===== src/rtl/fetch_stage_pkg.sv =====
// fetch_stage_pkg: shared constants and state encoding for the fetch stage.
package fetch_stage_pkg;
    localparam logic [31:0] NOP_INSTR = 32'h0000_0013;
    localparam int PC_INCR = 4;
    typedef enum logic [1:0] {FETCH = 2'd0, DISCARD = 2'd1, HALT = 2'd2} fetch_state_t;
endpackage


===== src/rtl/fetch_fifo.sv =====
// fetch_fifo: small synchronous FIFO holding {instr, pc} pairs while the decoder stalls.
module fetch_fifo import fetch_stage_pkg::*; #(
    parameter int DEPTH = 2,
    parameter int WIDTH = 64
) (
    input  logic                     f_clk,
    input  logic                     f_rst,
    input  logic                     push,
    input  logic                     pop,
    input  logic                     clear,
    input  logic [WIDTH-1:0]         din,
    output logic [WIDTH-1:0]         dout,
    output logic                     full,
    output logic                     empty,
    output logic [$clog2(DEPTH):0]   count
);
    localparam int AW = $clog2(DEPTH);
    localparam int CW = AW + 1;
    logic [WIDTH-1:0] mem [DEPTH];
    logic [AW-1:0] rd, wr;
    assign dout  = mem[rd];
    assign empty = count == '0;
    assign full  = count == CW'(DEPTH);
    always_ff @(posedge f_clk) begin
        if (push) mem[wr] <= din;
        if (f_rst || clear) begin
            rd    <= '0;
            wr    <= '0;
            count <= '0;
        end else begin
            if (push) wr <= wr + AW'(1);
            if (pop) rd <= rd + AW'(1);
            count <= count + CW'(push) - CW'(pop);
        end
    end
endmodule


===== src/rtl/fetch_stage.sv =====
// fetch_stage: PC generation, imem req/ack fetch, skid buffering and redirect handling for the decoder.
module fetch_stage import fetch_stage_pkg::*; #(
    parameter int                  IWIDTH     = 32,
    parameter int                  PC_WIDTH   = 32,
    parameter logic [PC_WIDTH-1:0] RESET_PC   = '0,
    parameter int                  FIFO_DEPTH = 2
) (
    input  logic                f_clk,
    input  logic                f_rst,
    output logic                f_o_imem_req,
    output logic [PC_WIDTH-1:0] f_o_imem_addr,
    input  logic                f_i_imem_ack,
    input  logic [IWIDTH-1:0]   f_i_imem_data,
    input  logic                f_i_stall,
    input  logic                f_i_flush,
    input  logic                f_i_change_pc,
    input  logic [PC_WIDTH-1:0] f_i_pc_target,
    output logic [IWIDTH-1:0]   f_o_instr,
    output logic [PC_WIDTH-1:0] f_o_pc,
    output logic                f_o_ce,
    output logic                f_o_exception
);
    localparam int CW = $clog2(FIFO_DEPTH) + 1;
    localparam int DW = IWIDTH + PC_WIDTH;
    fetch_state_t st;
    logic run, ack, redir, mis, push, pop, full, empty, take;
    logic [PC_WIDTH-1:0] pc, tgt;
    logic [CW-1:0] cnt;
    logic [DW-1:0] head;
    // Only request when the FIFO can absorb the response even if the decoder stalls.
    assign f_o_imem_req  = run && (st == DISCARD || (st == FETCH && cnt < CW'(FIFO_DEPTH)));
    assign f_o_imem_addr = pc;
    assign ack   = f_i_imem_ack && f_o_imem_req;
    assign redir = f_i_flush || f_i_change_pc;
    assign mis   = f_i_pc_target[1:0] != 2'b00;
    assign take  = ack && st == FETCH && !redir;
    assign push  = take && !full && (f_i_stall || !empty);
    assign pop   = !redir && !f_i_stall && !empty;
    fetch_fifo #(.DEPTH(FIFO_DEPTH), .WIDTH(DW)) u_fifo (
        .f_clk(f_clk),
        .f_rst(f_rst),
        .push(push),
        .pop(pop),
        .clear(redir),
        .din({f_i_imem_data, pc}),
        .dout(head),
        .full(full),
        .empty(empty),
        .count(cnt)
    );
    always_ff @(posedge f_clk) begin
        if (f_rst) begin
            st  <= FETCH;
            run <= 1'b0;
            pc  <= RESET_PC;
            tgt <= RESET_PC;
        end else begin
            run <= 1'b1;
            if (redir) begin
                tgt <= f_i_pc_target;
                if (mis) st <= HALT;
                else if (f_o_imem_req && !ack) st <= DISCARD;
                else begin
                    st <= FETCH;
                    pc <= f_i_pc_target;
                end
            end else if (ack) begin
                st <= FETCH;
                pc <= st == DISCARD ? tgt : pc + PC_WIDTH'(PC_INCR);
            end
        end
    end
    always_ff @(posedge f_clk) begin
        if (f_rst) begin
            f_o_instr     <= IWIDTH'(NOP_INSTR);
            f_o_pc        <= '0;
            f_o_ce        <= 1'b0;
            f_o_exception <= 1'b0;
        end else if (redir) begin
            f_o_ce        <= mis;
            f_o_exception <= mis;
            if (mis) begin
                f_o_instr <= IWIDTH'(NOP_INSTR);
                f_o_pc    <= f_i_pc_target;
            end
        end else if (!f_i_stall) begin
            f_o_exception <= 1'b0;
            f_o_ce        <= !empty || take;
            if (!empty) {f_o_instr, f_o_pc} <= head;
            else if (take) {f_o_instr, f_o_pc} <= {f_i_imem_data, pc};
        end
    end
endmodule


===== config.mk =====
export PLATFORM = sky130hd
export DESIGN_NAME = fetch_stage
export DESIGN_NICKNAME = d
export VERILOG_FILES = /design/src/rtl/fetch_stage_pkg.sv /design/src/rtl/fetch_fifo.sv /design/src/rtl/fetch_stage.sv
export SDC_FILE = /design/constraint.sdc
export NUM_CORES = 1
export LEC_CHECK = 0
export CAP_MARGIN = 20
export CORE_MARGIN = 8
export CORE_UTILIZATION = 40
export CTS_CLUSTER_DIAMETER = 150
export CTS_CLUSTER_SIZE = 28
export DETAILED_ROUTE_END_ITERATION = 7
export DONT_BUFFER_PORTS = 1
export GPL_TIMING_DRIVEN = 0
export SYNTH_ARGS = -nofsm -noshare
export SYNTH_HDL_FRONTEND = slang
export SYNTH_SLANG_ARGS = --single-unit

===== constraint.sdc =====
create_clock -name f_clk -period 14 [get_ports f_clk]
set_clock_uncertainty 0.2 [all_clocks]
set_input_delay 4.2 -clock f_clk [delete_from_list [all_inputs] [get_ports f_clk]]
set_output_delay 4.2 -clock f_clk [all_outputs]
set_load 0.005 [all_outputs]

==> metrics.txt <==
outcome=complete, no violations; mux cell area share after synthesis=a little over 6%; Critical Path Max Stage Delay=a little over 0.6 ns; Async S/R FF share, synth=0%; startpoint types=input pin; 1st-pass router iterations=8; crit end category=flop; Syn. warnings=0; worst path bufs/invs=4; CTS tree=built; Post-CTS Setup Repair Bufs=0; max-cap viol count=0; maximum clock path buffer count=3; cts repair resizes=0; hold buffers post-CTS=0; Worst Tran Pin Value=about 0.91 ns; via/cell ratio=5.77; worst-path cell chain=or2_0 > buf_2 > or4_1 > clkbuf_1 > nor2_4 > buf_12 > buf_16; Antenna Nets Post-Route=0; Peak Freq=about 150 MHz; final core occ=between 40% and 50%; largest cells by area after synthesis=edfxtp_1, dfxtp_1, mux2i_1; setup_tns=0 ns; cell row count=61; Adder-Cell Fraction of Synth Area=less than 1%; ANT cells=0; # clock sinks=roughly 270; Worst EP arrival=roughly 6.5 ns; DP HPWL=24,300 um; cell area after synthesis=approximately 11,000 um^2; Leakage=3.81 nW; drt wl/cell=23.0 um; Rel. slew slack=about two fifths; hold crit path type=flop to flop; Worst-Skew Late Latency=slightly above 0.5 ns; drt initial violations=slightly above 700; P&R area growth vs syn=8.83%; largest net degree at the start of global routing=30; chip height=roughly 180 um; DRC Markers=0; Starting Density=between 40% and 50%; worst vdd ir=slightly below 100 uV; Clock H-tree levels=1; share of the synthesized area in the top cell type=about 34%; first-pass GRT wire length=roughly 50,000 um; CTS root buf=clkbuf_16; area of the core=between 20,000 and 30,000 um^2; max-slew violations=0; main combinational cell family by area after synthesis=compound AO/OA/AOI/OAI gates; Compound-Gate Fraction of Synth Area=about 17%; top post-synthesis cells by count=dfxtp_1, nand2_1, edfxtp_1, nor2_1, a21oi_1; largest area contributor in the netlist=edfxtp_1; Crit Path Category=input pin to flop; initial antenna violation count=0; fraction of layout cells with a size suffix above 1=approximately 5.0%; vias=8,428; post-synthesis register bit count=266; vias in the first global route=between 8,000 and 9,000; final wirelength=33,600 um; predominant post-synthesis flop cell=dfxtp_1; CP max FO=24; die width=between 150 and 200 um; sequential share of the synthesized area=around three fifths; crit-path leading delay family=simple AND/OR/NAND/NOR gates; gr ovfl total=0; Nets=about 1,100; fill count=about 2,700; XOR/XNOR Fraction of Synth Area=1.02%; Req. time, crit path=~14 ns; Synth Area per Inst=between 10 and 15 um^2; final setup fails=0; Cell variety after synth=between 60 and 70; RSZ-0062 raised after global routing=no; pwr/cell area=approximately 110 nW/um^2; PortBufs=0; Total GRT Usage=between 15 and 20%; most frequent cell after synthesis=dfxtp_1; simple-gate share of the synthesized area=13.6%; Synth Net Count=between 1,000 and 1,500; post-synthesis cell count=1,057; number of synthesized flops with an enable pin=roughly 130; critical path's slowest cell=nor2_4; Inserted Clock Buffers=13; min Tclk post-route=around 6.5 ns; die area=about 34,000 um^2; clock transition at the registers of the reported paths=approximately 0.12 ns; Final Hold Vio Count=0; gpl congestion=between 0.8 and 0.9; I/O pins=~170; Tcrit/Tclk final=a little under half
-- state kept, by name (all words and copies together), names as in the netlist, 2 cells and up, named ones only --
| signal | cells |
|---|---|
| u_fifo.count | 2 |
| f_o_instr | 32 |
| tgt | 32 |
| u_fifo.mem | 128 |
| st | 2 |
| f_o_imem_addr | 32 |
| f_o_pc | 32 |
-- cells in the final DEF, fill, tap and decap left out, types with 4 or more instances in the layout --
cell,n
a2111oi_0,26
a21oi_1,82
a221oi_1,9
a222oi_1,4
a31o_2,5
a31oi_1,14
and2_1,4
buf_1,9
buf_16,4
buf_2,16
clkbuf_1,58
clkbuf_16,13
dfxtp_1,138
edfxtp_1,128
inv_1,15
mux2i_1,68
nand2_1,130
nand3_1,23
nand4_1,15
nor2_1,114
nor2b_1,4
nor3_1,15
o211ai_1,10
o21a_1,7
o21ai_0,63
o22ai_1,4
o2bb2ai_1,29
o32ai_1,4
or3_1,6
xnor2_1,8
xor2_1,5
-- worst paths after layout --
path	start	endpoint	slack, ns	depth (start not counted)
min	tgt[18]$_SDFFE_PP0P_	tgt[18]$_SDFFE_PP0P_	0.26	2
min reg2reg	tgt[18]$_SDFFE_PP0P_	tgt[18]$_SDFFE_PP0P_	0.26	2
max reg2reg	st[0]$_SDFFE_PP0P_	u_fifo.mem[1][10]$_DFFE_PP_	10.97	7
max	f_i_change_pc	u_fifo.mem[1][10]$_DFFE_PP_	7.51	7
-- layer usage --
metal / global-route usage (%) / vias to the layer above / part of all wire, %
met5: 0 / - / 0
met4: 4.94 / 0 / 2.6
met3: 5.05 / 51 / 8.9
met2: 32.4 / 313 / 48
met1: 24.4 / 4134 / 41
li1: - / 3930 / -
-- area by class of cell --
| type | instances | area [um^2] | share of cell area, % |
|---|---|---|---|
| Sequential cell | 266 | 6610 | 54.4 |
| Multi-Input combinational cell | 699 | 4200 | 34.6 |
| Tap cell | 378 | 473 | 3.89 |
| Clock buffer | 20 | 352 | 2.89 |
| Buffer | 77 | 313 | 2.58 |
| Timing Repair Buffer | 5 | 130 | 1.07 |
| Inverter | 15 | 56.3 | 0.464 |
| Clock inverter | 1 | 16.3 | 0.134 |
-- cells by family after synthesis --
family,after synthesis
compound gates,280
xor+xnor,13
fa+ha+maj,2
buf+inv,92
flops,266
mux,68
simple gates,336
-- through the flow --
step / total power [W] / instances / cell area, um^2 / worst slack, ns / hold slack, ns
detailed placement: 0.000982 / 1440 / 11800 / 6.98 / 0.243
global placement: 0.000979 / 1435 / 11600 / 3.32 / 0.239
global route: 0.00144 / 1461 / 12100 / 7.36 / 0.279
CTS: 0.00140 / 1461 / 12100 / 7.47 / 0.260
floorplan: 0.000940 / 1057 / 11200 / 5.41 / 0.229
finish: 0.00139 / 1461 / 12100 / 7.51 / 0.261
-- where the power goes --
part           total (W)  switching, W  internal (W)
combinational  0.0000928     0.0000609     0.0000319
clock           0.000426      0.000247      0.000180
sequential      0.000871     0.0000320      0.000839
total            0.00139      0.000339       0.00105
-- tightest hold or removal path, cell delays in order (launching register included) --
cell	delay, ns
dfxtp_1	0.33
nand2_1	0.05
a21oi_1	0.05
No activity file was read; power rests on OpenSTA's default activity.
